===== config.mk =====
export PLATFORM = sky130hd
export DESIGN_NAME = gate_logic_pipe
export DESIGN_NICKNAME = d
export VERILOG_FILES = /design/src/rtl/gate_pkg.sv /design/src/rtl/gate_skid_buf.sv /design/src/rtl/gate_logic_pipe.sv
export SDC_FILE = /design/constraint.sdc
export NUM_CORES = 1
export LEC_CHECK = 0
export CAP_MARGIN = 20
export CELL_PAD_IN_SITES_DETAIL_PLACEMENT = 1
export CELL_PAD_IN_SITES_GLOBAL_PLACEMENT = 2
export CORE_UTILIZATION = 33
export CTS_CLUSTER_SIZE = 12
export DETAILED_ROUTE_END_ITERATION = 10
export GPL_TIMING_DRIVEN = 0
export PLACE_DENSITY_LB_ADDON = 0.1
export SYNTH_ARGS = -nofsm -noshare
export SYNTH_HDL_FRONTEND = slang
export SYNTH_SLANG_ARGS = --single-unit

===== constraint.sdc =====
create_clock -name clk -period 3.1 [get_ports clk]
set_input_delay 0.31 -clock clk [delete_from_list [all_inputs] [get_ports clk]]
set_output_delay 0.31 -clock clk [all_outputs]
set_load 0.005 [all_outputs]

===== src/rtl/gate_pkg.sv =====
// Shared op codes, FSM encoding and bitwise helpers for the gate datapath.
package gate_pkg;

  localparam logic [2:0] OP_AND  = 3'd0;
  localparam logic [2:0] OP_OR   = 3'd1;
  localparam logic [2:0] OP_NAND = 3'd2;
  localparam logic [2:0] OP_NOR  = 3'd3;
  localparam logic [2:0] OP_XOR  = 3'd4;
  localparam logic [2:0] OP_XNOR = 3'd5;
  localparam logic [2:0] OP_NOTA = 3'd6;
  localparam logic [2:0] OP_RSVD = 3'd7;

  typedef enum logic {
    ST_IDLE,
    ST_ACCUM
  } state_t;

  function automatic logic [63:0] bit_op(
    input logic [2:0]  op,
    input logic [63:0] a,
    input logic [63:0] b
  );
    case (op)
      OP_AND:  bit_op = a & b;
      OP_OR:   bit_op = a | b;
      OP_NAND: bit_op = ~(a & b);
      OP_NOR:  bit_op = ~(a | b);
      OP_XOR:  bit_op = a ^ b;
      OP_XNOR: bit_op = ~(a ^ b);
      OP_NOTA: bit_op = ~a;
      default: bit_op = '0;
    endcase
  endfunction

  // Burst fold chosen by the op of the first beat.
  function automatic logic [63:0] comb_op(
    input logic [2:0]  op,
    input logic [63:0] acc,
    input logic [63:0] r
  );
    case (op)
      OP_AND, OP_NAND:          comb_op = acc & r;
      OP_OR, OP_NOR:            comb_op = acc | r;
      OP_XOR, OP_XNOR, OP_NOTA: comb_op = acc ^ r;
      default:                  comb_op = '0;
    endcase
  endfunction

endpackage


===== src/rtl/gate_skid_buf.sv =====
// Two-entry FIFO; accepts up to two pushes per cycle into free slots.
module gate_skid_buf #(
  parameter int DW = 4
) (
  input  logic          clk,
  input  logic          rst,
  input  logic          push0,
  input  logic          push1,
  input  logic [DW-1:0] d0,
  input  logic [DW-1:0] d1,
  input  logic          pop,
  output logic          out_valid,
  output logic [DW-1:0] out_data,
  output logic          empty,
  output logic          full
);

  logic [DW-1:0] m0_q, m0_d;
  logic [DW-1:0] m1_q, m1_d;
  logic [1:0]    cnt_q, cnt_d;

  // Head always lives in m0; pop shifts before pushes land.
  always_comb begin
    m0_d  = m0_q;
    m1_d  = m1_q;
    cnt_d = cnt_q;
    if (pop) begin
      m0_d  = m1_q;
      cnt_d = cnt_d - 2'd1;
    end
    if (push0) begin
      if (cnt_d == 2'd0) m0_d = d0;
      else               m1_d = d0;
      cnt_d = cnt_d + 2'd1;
    end
    if (push1) begin
      m1_d  = d1;
      cnt_d = cnt_d + 2'd1;
    end
  end

  always_ff @(posedge clk or posedge rst) begin
    if (rst) begin
      m0_q  <= '0;
      m1_q  <= '0;
      cnt_q <= 2'd0;
    end else begin
      m0_q  <= m0_d;
      m1_q  <= m1_d;
      cnt_q <= cnt_d;
    end
  end

  assign empty     = (cnt_q == 2'd0);
  assign full      = (cnt_q == 2'd2);
  assign out_valid = !empty;
  assign out_data  = empty ? '0 : m0_q;

endmodule


===== src/rtl/gate_logic_pipe.sv =====
// Registered selectable bitwise op with reduce bursts and skid output.
import gate_pkg::*;

module gate_logic_pipe #(
  parameter int WIDTH = 3,
  parameter int CNT_W = 16
) (
  input  logic             clk,
  input  logic             rst,
  input  logic             in_valid,
  output logic             in_ready,
  input  logic [WIDTH-1:0] in_a,
  input  logic [WIDTH-1:0] in_b,
  input  logic [2:0]       in_op,
  input  logic             in_reduce,
  input  logic             in_last,
  output logic             out_valid,
  input  logic             out_ready,
  output logic [WIDTH-1:0] out_data,
  output logic             out_err,
  output logic [CNT_W-1:0] done_cnt
);

  state_t           state_q, state_d;
  logic [WIDTH-1:0] acc_q, acc_d;
  logic [2:0]       first_op_q, first_op_d;
  logic             err_acc_q, err_acc_d;
  logic [CNT_W-1:0] done_cnt_q, done_cnt_d;

  logic [WIDTH-1:0] r, acc_c;
  logic             r_err, err_c, fire, pop;
  logic             push0, push1, buf_empty, buf_full;
  logic [WIDTH:0]   d0, d1, buf_out;

  // An abort pushes two entries, so ACCUM waits for an empty buffer.
  assign in_ready = !rst &&
    ((state_q == ST_ACCUM) ? buf_empty : !buf_full);
  assign fire = in_valid && in_ready;
  assign pop  = out_valid && out_ready;

  always_comb begin
    r     = WIDTH'(bit_op(in_op, 64'(in_a), 64'(in_b)));
    r_err = (in_op == OP_RSVD);
    acc_c = WIDTH'(comb_op(first_op_q, 64'(acc_q), 64'(r)));
    err_c = err_acc_q | (in_op != first_op_q) | r_err;
    state_d    = state_q;
    acc_d      = acc_q;
    first_op_d = first_op_q;
    err_acc_d  = err_acc_q;
    push0 = 1'b0;
    push1 = 1'b0;
    d0    = {r_err, r};
    d1    = {r_err, r};
    if (fire) begin
      unique case (state_q)
        ST_IDLE: begin
          if (in_reduce && !in_last) begin
            state_d    = ST_ACCUM;
            acc_d      = r;
            first_op_d = in_op;
            err_acc_d  = r_err;
          end else begin
            push0 = 1'b1;
          end
        end
        ST_ACCUM: begin
          if (!in_reduce) begin
            push0   = 1'b1;
            d0      = {1'b1, acc_q};
            push1   = 1'b1;
            state_d = ST_IDLE;
          end else if (in_last) begin
            push0   = 1'b1;
            d0      = {err_c, acc_c};
            state_d = ST_IDLE;
          end else begin
            acc_d     = acc_c;
            err_acc_d = err_c;
          end
        end
        default: state_d = ST_IDLE;
      endcase
    end
    done_cnt_d = done_cnt_q;
    if (pop && (done_cnt_q != {CNT_W{1'b1}}))
      done_cnt_d = done_cnt_q + 1'b1;
  end

  always_ff @(posedge clk or posedge rst) begin
    if (rst) begin
      state_q    <= ST_IDLE;
      acc_q      <= '0;
      first_op_q <= OP_AND;
      err_acc_q  <= 1'b0;
      done_cnt_q <= '0;
    end else begin
      state_q    <= state_d;
      acc_q      <= acc_d;
      first_op_q <= first_op_d;
      err_acc_q  <= err_acc_d;
      done_cnt_q <= done_cnt_d;
    end
  end

  gate_skid_buf #(.DW(WIDTH + 1)) u_buf (
    .clk       (clk),
    .rst       (rst),
    .push0     (push0),
    .push1     (push1),
    .d0        (d0),
    .d1        (d1),
    .pop       (pop),
    .out_valid (out_valid),
    .out_data  (buf_out),
    .empty     (buf_empty),
    .full      (buf_full)
  );

  assign {out_err, out_data} = buf_out;
  assign done_cnt = done_cnt_q;

endmodule


* After elaboration in Yosys (flattened, before gate mapping)
Index checks and enable logic that the tools add are counted.
** Operators by class
- Reductions and logical operators :: 20
- Bitwise logic cells :: 13
- Muxes and demuxes :: 37
- Eq/ne operators :: 20
- $add $sub $neg :: 4
** Operator list (number)
- 4-bit 2-to-1 mux :: 11
- 3-bit == test (second input constant) :: 7
- 3-bit one-hot mux with 7 select lines :: 1
- 16-bit by 1-bit adder with 16-bit output (second input constant) :: 1
- 16-bit != test (second input constant) :: 1
- 1-bit 2-to-1 mux :: 14
- 3-bit by 2-bit == test with 1-bit output (second input constant) :: 4
- 3-bit inverter :: 4
- 3-bit 2-to-1 mux :: 3
- 3-bit one-hot mux with 3 select lines :: 1
- 2-bit != test (second input constant) :: 4
- 3-bit AND :: 2
- 3-bit by 1-bit == test with 1-bit output (second input constant) :: 2
- 3-bit zero test :: 2
- 2-bit 2-to-1 mux :: 3
- 3-bit bitwise OR :: 2
- 1-bit one-hot mux with 2 select lines :: 3
- 3-bit one-hot mux with 2 select lines :: 1
- 3-bit bitwise XOR :: 2
- 1-bit logical AND :: 5
- 2-bit by 1-bit adder with 2-bit output (second input constant) :: 2
- 1-bit zero test :: 4
- 2-bit zero test :: 2
- 4-bit AND reduction :: 1
- 10 further kinds :: 12
** Word-level totals
- Register bits :: 34
- Output and inout bits :: 22
- Logic and storage cells :: 102

* Depth between registers and ports, before layout
Gate-level depths: netlist of the first run.
- Word-level depth :: 12
- Mapped depth :: 12
- Depth with buffers taken out :: 12

* By module
From an unflattened synthesis of the first run, not the netlist that was laid out.
** Second synthesis, totals
- Cells, all modules :: 276
- Area total of the unflattened synthesis :: 2459.9 um2
** Modules (own cells, without submodules)
- gate_logic_pipe :: instances 1, sequential area each 600.6 um2, area each 1815.5 um2, cells each 210
- gate_skid_buf :: instances 1, sequential area each 250.2 um2, area each 644.4 um2, cells each 66

* Worst setup path after synthesis of the first run
OpenSTA, ideal clock, no wires.
- Kind :: input-to-reg
- Start :: in in_a[1]
- End :: reg u_buf.m0_q[1]
- Setup time :: 0.077 ns
- Path slack :: 0.623 ns
- Stages :: 10
- Path buffers :: 0
- Data arrival time :: 2.400 ns
- Cell sequence :: inv_1 > ha_1 > mux2_2 > mux4_2 > ha_1 > mux2_2 > a221oi_1 > nand2_1 > o311a_1 > o21ai_1
** On the way
- Word-level cells in the longest chain between the ends :: 11
** Ends and longest elaborated chain
- from (decl) :: line gate_logic_pipe.sv:12 : input logic [WIDTH-1:0] in_a,
- 3-bit bitwise XOR, or another cell as far along :: line gate_pkg.sv:28, gate_pkg.sv:29
- 3-bit inverter, on equally long branches :: line gate_pkg.sv:29, gate_pkg.sv:26, gate_pkg.sv:27
- 3-bit one-hot mux with 7 select lines * :: line gate_pkg.sv:23 : case (op)
- 3-bit bitwise XOR, or another cell as far along :: line gate_pkg.sv:44 : OP_XOR, OP_XNOR, OP_NOTA: comb_op = acc ^ r;
- 3-bit one-hot mux with 3 select lines :: line gate_pkg.sv:41 : case (op)
- 4-bit 2-to-1 mux :: line gate_logic_pipe.sv:72 : end else if (in_last) begin
- 4-bit 2-to-1 mux :: line gate_logic_pipe.sv:67 : if (!in_reduce) begin
- 4-bit 2-to-1 mux :: line gate_logic_pipe.sv:55 : unique case (state_q)
- 4-bit 2-to-1 mux * :: line gate_logic_pipe.sv:54 : if (fire) begin
- 4-bit 2-to-1 mux * :: line gate_skid_buf.sv:32 : if (cnt_d == 2'd0) m0_d = d0;
- 4-bit 2-to-1 mux * :: line gate_skid_buf.sv:31 : if (push0) begin
- named net u_buf.m0_d[1] :: line gate_skid_buf.sv:18 : logic [DW-1:0] m0_q, m0_d;
- to (signal assigned) :: line gate_skid_buf.sv:48 : m0_q <= m0_d;
- to (decl) :: line gate_skid_buf.sv:18
Mark *: on every way through the listed nets, which the timed path passes. The rest lies on a longest branch.
A chain may end at the register's enable or synchronous reset.

* Final worst setup path of the first run
Same ends and word-level chain as after synthesis.

==> impl.org, run 1 <==
** Yosys
- Averaged over all synthesized cells, the footprint is 9.33 um^2.
- Largest area contributor in the synthesized netlist :: dfrtp_1
- Sequential elements use 36.9% of the synthesized area.
- Commonest register cell after synthesis :: dfrtp_1
- Cell count after synthesis :: 247
- For this run, the number of Yosys warnings is 0.
- Synthesis inferred 34 register bits.
- Async set-or-reset flop fraction in the synthesized netlist :: 100%
- Of the post-synthesis cell area, the dominant cell type holds 36.9%.
- Counting distinct cell types in the post-synthesis netlist gives 47.
- Cell area after technology mapping :: 2300 um^2
- Counting every net in the synthesized netlist gives 277.
- Number of flops mapped to enable cells by yosys :: 0
- Dominant cells by area after synthesis :: dfrtp_1 (37%), ha_1 (8.1%), mux2_2 (6.4%)

** Setup path
- Endpoint kind of the worst setup timing path :: register
- The worst setup path is launched from an input pin.
- In this run the worst setup path begins at in_a[1].
- Origin of the critical flop-to-flop path :: u_buf.cnt_q[0]
- Capturing point of the worst reg2reg path :: u_buf.m1_q[1]
- Data arrival time of the critical path :: 3.12 ns
- Worst Setup Path Type :: input pin to register
- The critical path ends at u_buf.m0_q[1].
- For the worst setup path, the data required time is 3.31 ns.
- Critical-path maximum fanout :: 4
- FF-to-FF setup slack :: 0.47 ns
- Worst-case reg-to-reg path depth :: 9

** Routing
- Vias per cell :: 5.11
- Number of DRC markers in iteration 0 :: 32
- After detailed routing, the number of remaining DRC violations is 0.
- The pre-antenna-repair detailed-routing pass consisted of 4 iterations.
- Once detail routing completed, the nets flagged for antenna violations numbered 0.
- Total routed wirelength :: 5370 um
- Dividing the detail-routed wire length by the instance count gives 14.5 um.
- Vias :: 1889

** Flow run
- Across the run, the number of max-cap violations was 0.

** STA
- In the final timing run, aggregate negative setup slack is 0 ns.
- Final clock period utilization by the worst path :: 93.8%
- Unrepaired setup endpoints after global routing :: false
- Final worst slack :: 0.191 ns
- The total count of hold-check failures in the final report is 0.
- Fmax achieved :: 0.344 GHz
- On the final layout, the worst hold slack is 0.489 ns.
- Layout Skew :: 0.00589 ns
- Slew Viols, Final :: 0
- For the pin with the worst max-slew slack, the measured transition is 0.766 ns.
- Setup violations remaining at the end of the flow were counted as 0.
- Fin crit period :: 2.91 ns
- Worst slew margin relative to its limit :: 48.9%

** Floorplanning
- Number of primary I/O pins :: 37
- The initial utilization of the core area, before any placement, comes to 34.1%.
- The floorplan step set the die height to 85.5 um.
- Die outline area :: 7320 um^2
- Die outline width :: 85.5 um
- Core area :: 6760 um^2
- Num rows :: 30

** Placement
- Prior to clock tree synthesis, the placed netlist has a worst setup slack of -0.204 ns.
- Detailed placement finished with a half-perimeter wire length of 4040 um.
- Placer congestion estimate :: 0.735
- Quantity of I/O buffers inserted on ports :: 36

** GRT
- The number of global-route vias before repair is 2067.
- Entering global routing, the biggest net connects 35 pins.
- Total routing usage reported by global routing :: 16.2%
- The first global-routing pass estimated 9470 um of wire.
- GRT Residual Overflow :: 0
- Number of antenna violations at the first check in global routing :: 0

** Clock tree
- Buffers inserted during clock tree synthesis total 5.
- At the later pin of the worst-skew pair, clock insertion delay measures 0.28 ns.
- # clock sinks :: 34
- The clock passes through at most 2 buffers.
- Root buf cell :: clkbuf_8
- Worst-path clk slew :: 0.08 ns
- Level count of the clock H-tree :: 2
- TritonCTS built the clock tree.

** Cells and area
- Most frequent cells in the layout :: clkdlybuf4s50_1 (36), dfrtp_1 (34), nand2_1 (25)
- 0 antenna diodes ended up in the layout.
- Layout Area Growth over Synthesis :: 25.1%
- # nets final :: 320
- Layout cells sized above 1 :: 11.7%
- Across the whole layout, storage elements account for 851 um^2.
- Most common library cell in the layout ignoring fill and taps :: clkdlybuf4s50_1
- Summing all multi-input logic gate instances after layout gives 1320 um^2.
- Fill cells in the final layout number 807.

** Hold path
- The startpoint identified for the worst hold timing path is u_buf.m1_q[2].
- Worst min-delay path category :: register to register

** Pwr
- Power per unit of standard cell area :: 732 nW/um^2
- Cell leakage power :: 1.26 nW
- Maximum ir drop on the vdd rail :: 364 uV

** Status
- The run finished with clean final reports.
-- per-stage QoR --
| stage | area (um^2) | total power, mW | utilization [%] | cells |
|---|---|---|---|---|
| floorplan | 2300 | 1.34 | - | 247 |
| finish | 2880 | 2.11 | 42.7 | 370 |
| detailed placement | 2760 | 1.70 | 40.9 | 363 |
| CTS | 2880 | 2.13 | 42.6 | 370 |
| global placement | 2760 | 1.67 | 40.9 | 363 |
| global route | 2880 | 2.29 | 42.7 | 370 |
-- repair_timing --
item,in CTS,in global routing
setup buffers,0,0
hold buffers,0,0
gates resized for setup,0,1
hold endpoints to repair,0,0
setup endpoints to repair,0,2
-- kinds of logic (layout without fill, tap and decap cells) --
kind of cell / Yosys count / in the layout / synth area share (%)
multiplexers: 17 / 17 / 8.64
AO/OA/AOI/OAI: 39 / 39 / 11.1
flip-flops: 34 / 34 / 36.9
adder cells (fa/ha/maj): 15 / 15 / 8.15
AND/OR/NAND/NOR: 91 / 91 / 20.9
buffers and inverters: 30 / 73 / 6.25
XOR/XNOR: 21 / 21 / 7.98
-- state kept, by name, indices dropped and copies added (netlist names) --
signal / cells
done_cnt: 16
u_buf.m0_q: 4
u_buf.m1_q: 4
u_buf.cnt_q: 2
err_acc_q: 1
acc_q: 3
state_q: 1
first_op_q: 3
-- power breakdown --
group          switching [mW]  internal [mW]
sequential              0.129          0.597
combinational           0.459          0.500
clock                   0.169          0.257
total                   0.757           1.35
-- synthesized netlist by cell type (2+ instances only) --
| master | number |
|---|---|
| nand2_1 | 25 |
| xor2_1 | 8 |
| nor2_1 | 10 |
| a31oi_1 | 2 |
| o21ai_1 | 2 |
| o21ai_0 | 11 |
| nor4_1 | 2 |
| a211oi_1 | 2 |
| nor2b_1 | 10 |
| ha_1 | 15 |
| and3_1 | 4 |
| clkbuf_1 | 3 |
| a21oi_1 | 6 |
| and4_1 | 4 |
| buf_2 | 2 |
| xnor2_1 | 13 |
| nand2b_1 | 6 |
| nand3_1 | 9 |
| o22ai_1 | 3 |
| o31a_1 | 2 |
| dfrtp_1 | 34 |
| inv_1 | 20 |
| o211ai_1 | 2 |
| mux2i_1 | 3 |
| mux2_2 | 13 |
| nand4_1 | 4 |
| buf_4 | 3 |
| a221oi_1 | 3 |
| nor3_1 | 7 |
| o21a_1 | 2 |
-- worst max-delay path: stages --
cell             delay, ns
clkdlybuf4s50_1       0.51
inv_1                 0.06
ha_1                  0.32
mux2_2                0.28
mux4_2                0.51
ha_1                  0.20
mux2_2                0.27
a221oi_2              0.28
nand2_1               0.11
o311a_1               0.17
o21ai_1               0.12
-- cell type report --
| cell class | instances | share of cell area [%] |
|---|---|---|
| multi-input combinational | 183 | 45.6 |
| tap | 80 | 3.47 |
| inverter | 20 | 2.60 |
| timing repair buffer | 36 | 12.5 |
| buffer | 10 | 2.39 |
| sequential | 34 | 29.5 |
| clock inverter | 1 | 1.04 |
| clock buffer | 6 | 2.86 |
-- metal layers --
layer	track usage, %	part of all wire [%]	vias to the layer above
met1	21.6	50	919
li1	-	-	938
met3	2.50	2.7	6
met2	27.0	46	26
met5	0	0	-
met4	5.15	1.1	0
-- worst min-delay path by stage --
stage	to	slack (ns)	cells past startpoint
detailed placement	u_buf.m1_q[2]	0.48	2
finish	u_buf.m1_q[2]	0.49	2
floorplan	acc_q[0]	0.45	1
global placement	u_buf.m1_q[3]	0.47	2
global route	done_cnt[15]	0.52	1
CTS	u_buf.m1_q[2]	0.49	2
(Power assumes the default switching activity.)
==> inputs of run 2 (changes only) <==
--- a/config.mk
+++ b/config.mk
@@ -15,4 +15,5 @@
 export PLACE_DENSITY_LB_ADDON = 0.1
 export SYNTH_ARGS = -nofsm -noshare
 export SYNTH_HDL_FRONTEND = slang
+export SYNTH_HIERARCHICAL = 1
 export SYNTH_SLANG_ARGS = --single-unit
==> run 2 against run 1 <==
Against the previous run: clock power down 1%; cell count up 14%; sequential share of layout area down 2.1 points; non-clock buffer count up 3; synthesized cell count up 12%; worst setup slack worse by 0.0011 ns; area after synthesis up 6.8%; register-to-register slack worse by 0.03 ns; first-iteration DRC count up 120%; worst hold slack worse by 0.18 ns; wire length up 12%; die area up 6.6%; critical endpoint is now u_buf/m1_q[0]; largest power group unchanged; highest routed layer unchanged.
==> impl.org, run 2 <==
** Setup path
- Worst-case reg-to-reg path depth :: 11 (+2)
- The cell that appears most often on the critical path is inv_1.
- Startpoint of the worst setup timing path :: in_a[0]
- Crit path depth :: 14 (+3)
- Max stage delay cell, worst path :: clkdlybuf4s50_1
- Critical-path maximum fanout :: 3 (-1)
- Capturing point of the worst reg2reg path :: u_buf/m1_q[1]
- Crit path largest cell delay :: 0.52 ns (about the same)
- The critical path arrival was 3.12 ns (about the same).
- The worst register-to-register path begins at u_buf/cnt_q[0].
- FF-to-FF setup slack :: 0.44 ns (-0.03 ns)
- STA classifies the critical path endpoint as a register.
- The worst setup path is launched from an input pin.
- Crit path required time :: 3.31 ns (about the same)
- The sum of buffers and inverters on the critical path came to 4 (+2).
- The critical path ends at u_buf/m1_q[0].
- Cell chain of the critical path :: clkdlybuf4s50_1 -> inv_1 -> ha_1 -> nor2_2 -> a211o_1 -> a211oi_4 -> inv_1 -> ha_1 -> inv_1 -> a221oi_2 -> nor3_1 -> a211oi_2 -> mux2i_1 -> o21ai_0
- Cell family with most CP delay :: compound AO/OA/AOI/OAI gates
- Worst Setup Path Type :: input pin to register

** STA
- Setup repair after global routing left no endpoint under its margin.
- The total count of hold-check failures in the final report is 0 (unchanged).
- Count of endpoints failing setup in the final report :: 0 (unchanged)
- The final critical-path setup slack was 0.190 ns (-0.00115 ns).
- Layout Skew :: 0.0104 ns (+0.00448 ns)
- The top achievable clock speed came to 0.344 GHz (about the same).
- The relative slew slack came to 59.2% (+10 points).
- Fin crit period :: 2.91 ns (+0.00115 ns)
- Final clock period utilization by the worst path :: 93.9% (about the same)
- Worst Max-Slew Pin Slew :: 0.610 ns (-0.156 ns)
- The number of pins with negative max-slew slack in the final report is 0 (unchanged).

** Yosys
- Largest area contributor in the synthesized netlist :: dfrtp_1
- Nets in the synthesized netlist :: 307 (+11%)
- Sequential-to-total area share from yosys stat :: 34.6% (-2.3 points)
- Async set-or-reset flop fraction in the synthesized netlist :: 100% (unchanged)
- The average instance area after synthesis is 8.91 um^2 (-4.4%).
- Commonest register cell after synthesis :: dfrtp_1
- The total standard cell area after synthesis came to 2460 um^2 (+6.8%).
- Post-synth cell types :: 55 (+17%)
- Dominant cells by area after synthesis :: dfrtp_1 (35%), ha_1 (8.1%), mux2i_1 (4.5%)
- Number of register bits inferred by synthesis :: 34 (unchanged)
- Among all cell types in the netlist, the one instantiated most often is dfrtp_1.
- The count of flip-flops with a built-in enable after synthesis was 0 (unchanged).
- The count of synthesis-stage warnings from yosys was 6 (+6).
- Cell count after synthesis :: 276 (+12%)
- Proportion of netlist area held by the largest area contributor :: 34.6% (-2.3 points)
- Cell types with the highest counts after synthesis :: dfrtp_1 (34), nand2_1 (27), inv_1 (24)

** GRT
- The overall fraction of global-route tracks in use is 16.8% (+0.61 points).
- Vias in the first global route :: 2124 (+2.8%)
- The maximum number of pins on one net before global-route repair was 22 (-37%).
- The wire length of the first global-routing pass was 9940 um (+5.0%).
- The number of antenna violations at the first check in global routing came to 0 (unchanged).
- The total congestion overflow after global routing was 0 (unchanged).

** Status
- Status :: finished, final reports clean

** Clock tree
- Worst-skew pair later-pin latency :: 0.29 ns (about the same)
- # clock sinks :: 34 (unchanged)
- Worst-path clk slew :: 0.07 ns (about the same)
- CTS placed an instance of clkbuf_8 at the clock tree root.
- Max Buffers Root-to-Sink :: 2 (unchanged)
- TritonCTS built the clock tree.
- The number of levels the H-tree was split into was 2 (unchanged).
- Hold buffer count at cts :: 0 (unchanged)
- Number of buffers created by CTS :: 5 (unchanged)

** Floorplanning
- The horizontal extent of the die is 88.3 um (+3.3%).
- The die area is 7800 um^2 (+6.6%).
- Num rows :: 31 (+3.3%)
- The floorplan core area is 7210 um^2 (+6.8%).
- The count of boundary I/O pins is 37 (unchanged).
- The starting density of the core was 34.1% (about the same).
- The chip height is 88.3 um (+3.3%).

** Routing
- Vias :: 2135 (+13%)
- The count of routing violations after the opening detailed-route iteration is 71 (+120%).
- Total routed wirelength :: 6030 um (+12%)
- Final routed wire length divided by cell count :: 14.3 um (-1.4%)
- The average via count per standard cell is 5.07 (-0.67%).
- The post-route DRC violation count came to 0 (unchanged).
- Count of nets left with antenna violations after detail routing :: 0 (unchanged)
- DRT Pass-1 Iters :: 4 (unchanged)

** Pwr
- Maximum ir drop on the vdd rail :: 305 uV (-16%)
- Power per unit of standard cell area :: 689 nW/um^2 (-5.9%)
- Cell leakage power :: 1.36 nW (+7.8%)

** Cells and area
- The library cell used most frequently in the layout, excluding fill and tap cells, is clkdlybuf4s50_1.
- # nets final :: 352 (+10%)
- Layout Area Growth over Synthesis :: 26.4%
- The share of final-layout standard cells stronger than drive strength 1 is 12.7% (+1.0 points).
- In the layout the commonest cells are clkdlybuf4s50_1 (35), dfrtp_1 (34), nand2_1 (27).
- The number of inserted diodes is 0 (unchanged).
- The flip-flop count of the largest register after layout came to 16 (unchanged).
- Final design instance area without fill :: 3110 um^2 (+7.9%)

** Placement
- The total half-perimeter wirelength after legalization and detailed placement was 4730 um (+17%).
- Post-place setup slack :: -0.349 ns (-0.145 ns)
- The placed cell area is 2960 um^2 (+7.2%).
- Placer congestion estimate :: 0.767 (+4.4%)
- The number of port buffers is 35 (-2.8%).

** Hold path
- The tightest min-delay check is of the input pin to async pin type.

** Flow run
- Max capacitance violation total :: 0 (unchanged)
run 2: cell count changes after synthesis, sizes merged, moves of 3 or more:
cell and change:
xnor2 -6, mux2 -6, buf +3, inv +5, and2 +4, mux2i +8, nor2 +11, o22ai -3
nand4 +5, nor2b -3, a21oi +6
run 2: final cells by class:
type,instances,area (um^2)
Inverter,25,93.8
Buffer,11,70.1
Clock inverter,3,45.0
Multi-Input combinational cell,206,1460
Tap cell,99,124
Clock buffer,5,68.8
Sequential cell,34,851
Fill cell,880,4110
Timing Repair Buffer,38,393
run 2: kinds of logic after synthesis:
kind of cell    share of synthesized area [%]
simple gates                             22.7
mux                                      7.83
compound gates                           13.9
buf+inv                                  6.66
fa+ha+maj                                8.14
flops                                    34.6
xor+xnor                                 6.10
run 2: timing repair:
item,in CTS,in global routing
pin swaps,0,1
gates resized for setup,1,2
setup endpoints to repair,1,2
cloned,0,0
setup buffers,0,2
run 2: report_power, final:
| part | switching (mW) | total, mW | internal, mW | leakage, nW |
|---|---|---|---|---|
| Combinational | 0.482 | 0.992 | 0.510 | 0.879 |
| Sequential | 0.133 | 0.730 | 0.597 | 0.431 |
| Clock | 0.181 | 0.420 | 0.239 | 0.0504 |
run 2: routing by layer:
metal  global-route usage (%)  vias to the layer above  share of wire (%)
li1                         -                     1046                  -
met1                     20.9                     1054                 46
met2                     29.2                       27                 50
met3                     2.80                        8                2.4
met4                     6.01                        0                1.5
met5                        0                        -                  0
run 2: worst register-to-register path: stages (launching register included):
cell	delay [ns]
dfrtp_1	0.44
inv_1	0.11
ha_1	0.29
inv_1	0.13
and2_1	0.20
buf_6	0.15
and2_1	0.17
or2_2	0.28
ha_1	0.21
nor2b_1	0.25
mux2i_1	0.22
o21ai_0	0.08
run 2: worst min path at each step:
stage	to	depth (start not counted)
2_1_floorplan	u_buf/cnt_q[0]	1
3_3_place_gp	done_cnt[4]	1
5_1_grt	done_cnt[3]	2
3_5_place_dp	done_cnt[4]	1
4_1_cts	done_cnt[0]	2
6_report	done_cnt[0]	2
run 2: through the flow:
stage	power [mW]	std cells	util, %	setup TNS [ns]	hold WS [ns]
after global placement	1.70	410	40.7	-0.718	0.482
after global routing	2.32	421	43.1	0	0.328
after detailed placement	1.73	411	41.1	-0.638	0.505
after CTS	2.16	419	42.7	0	0.316
after floorplan	1.36	276	-	0	0.150
final	2.14	421	43.1	0	0.309
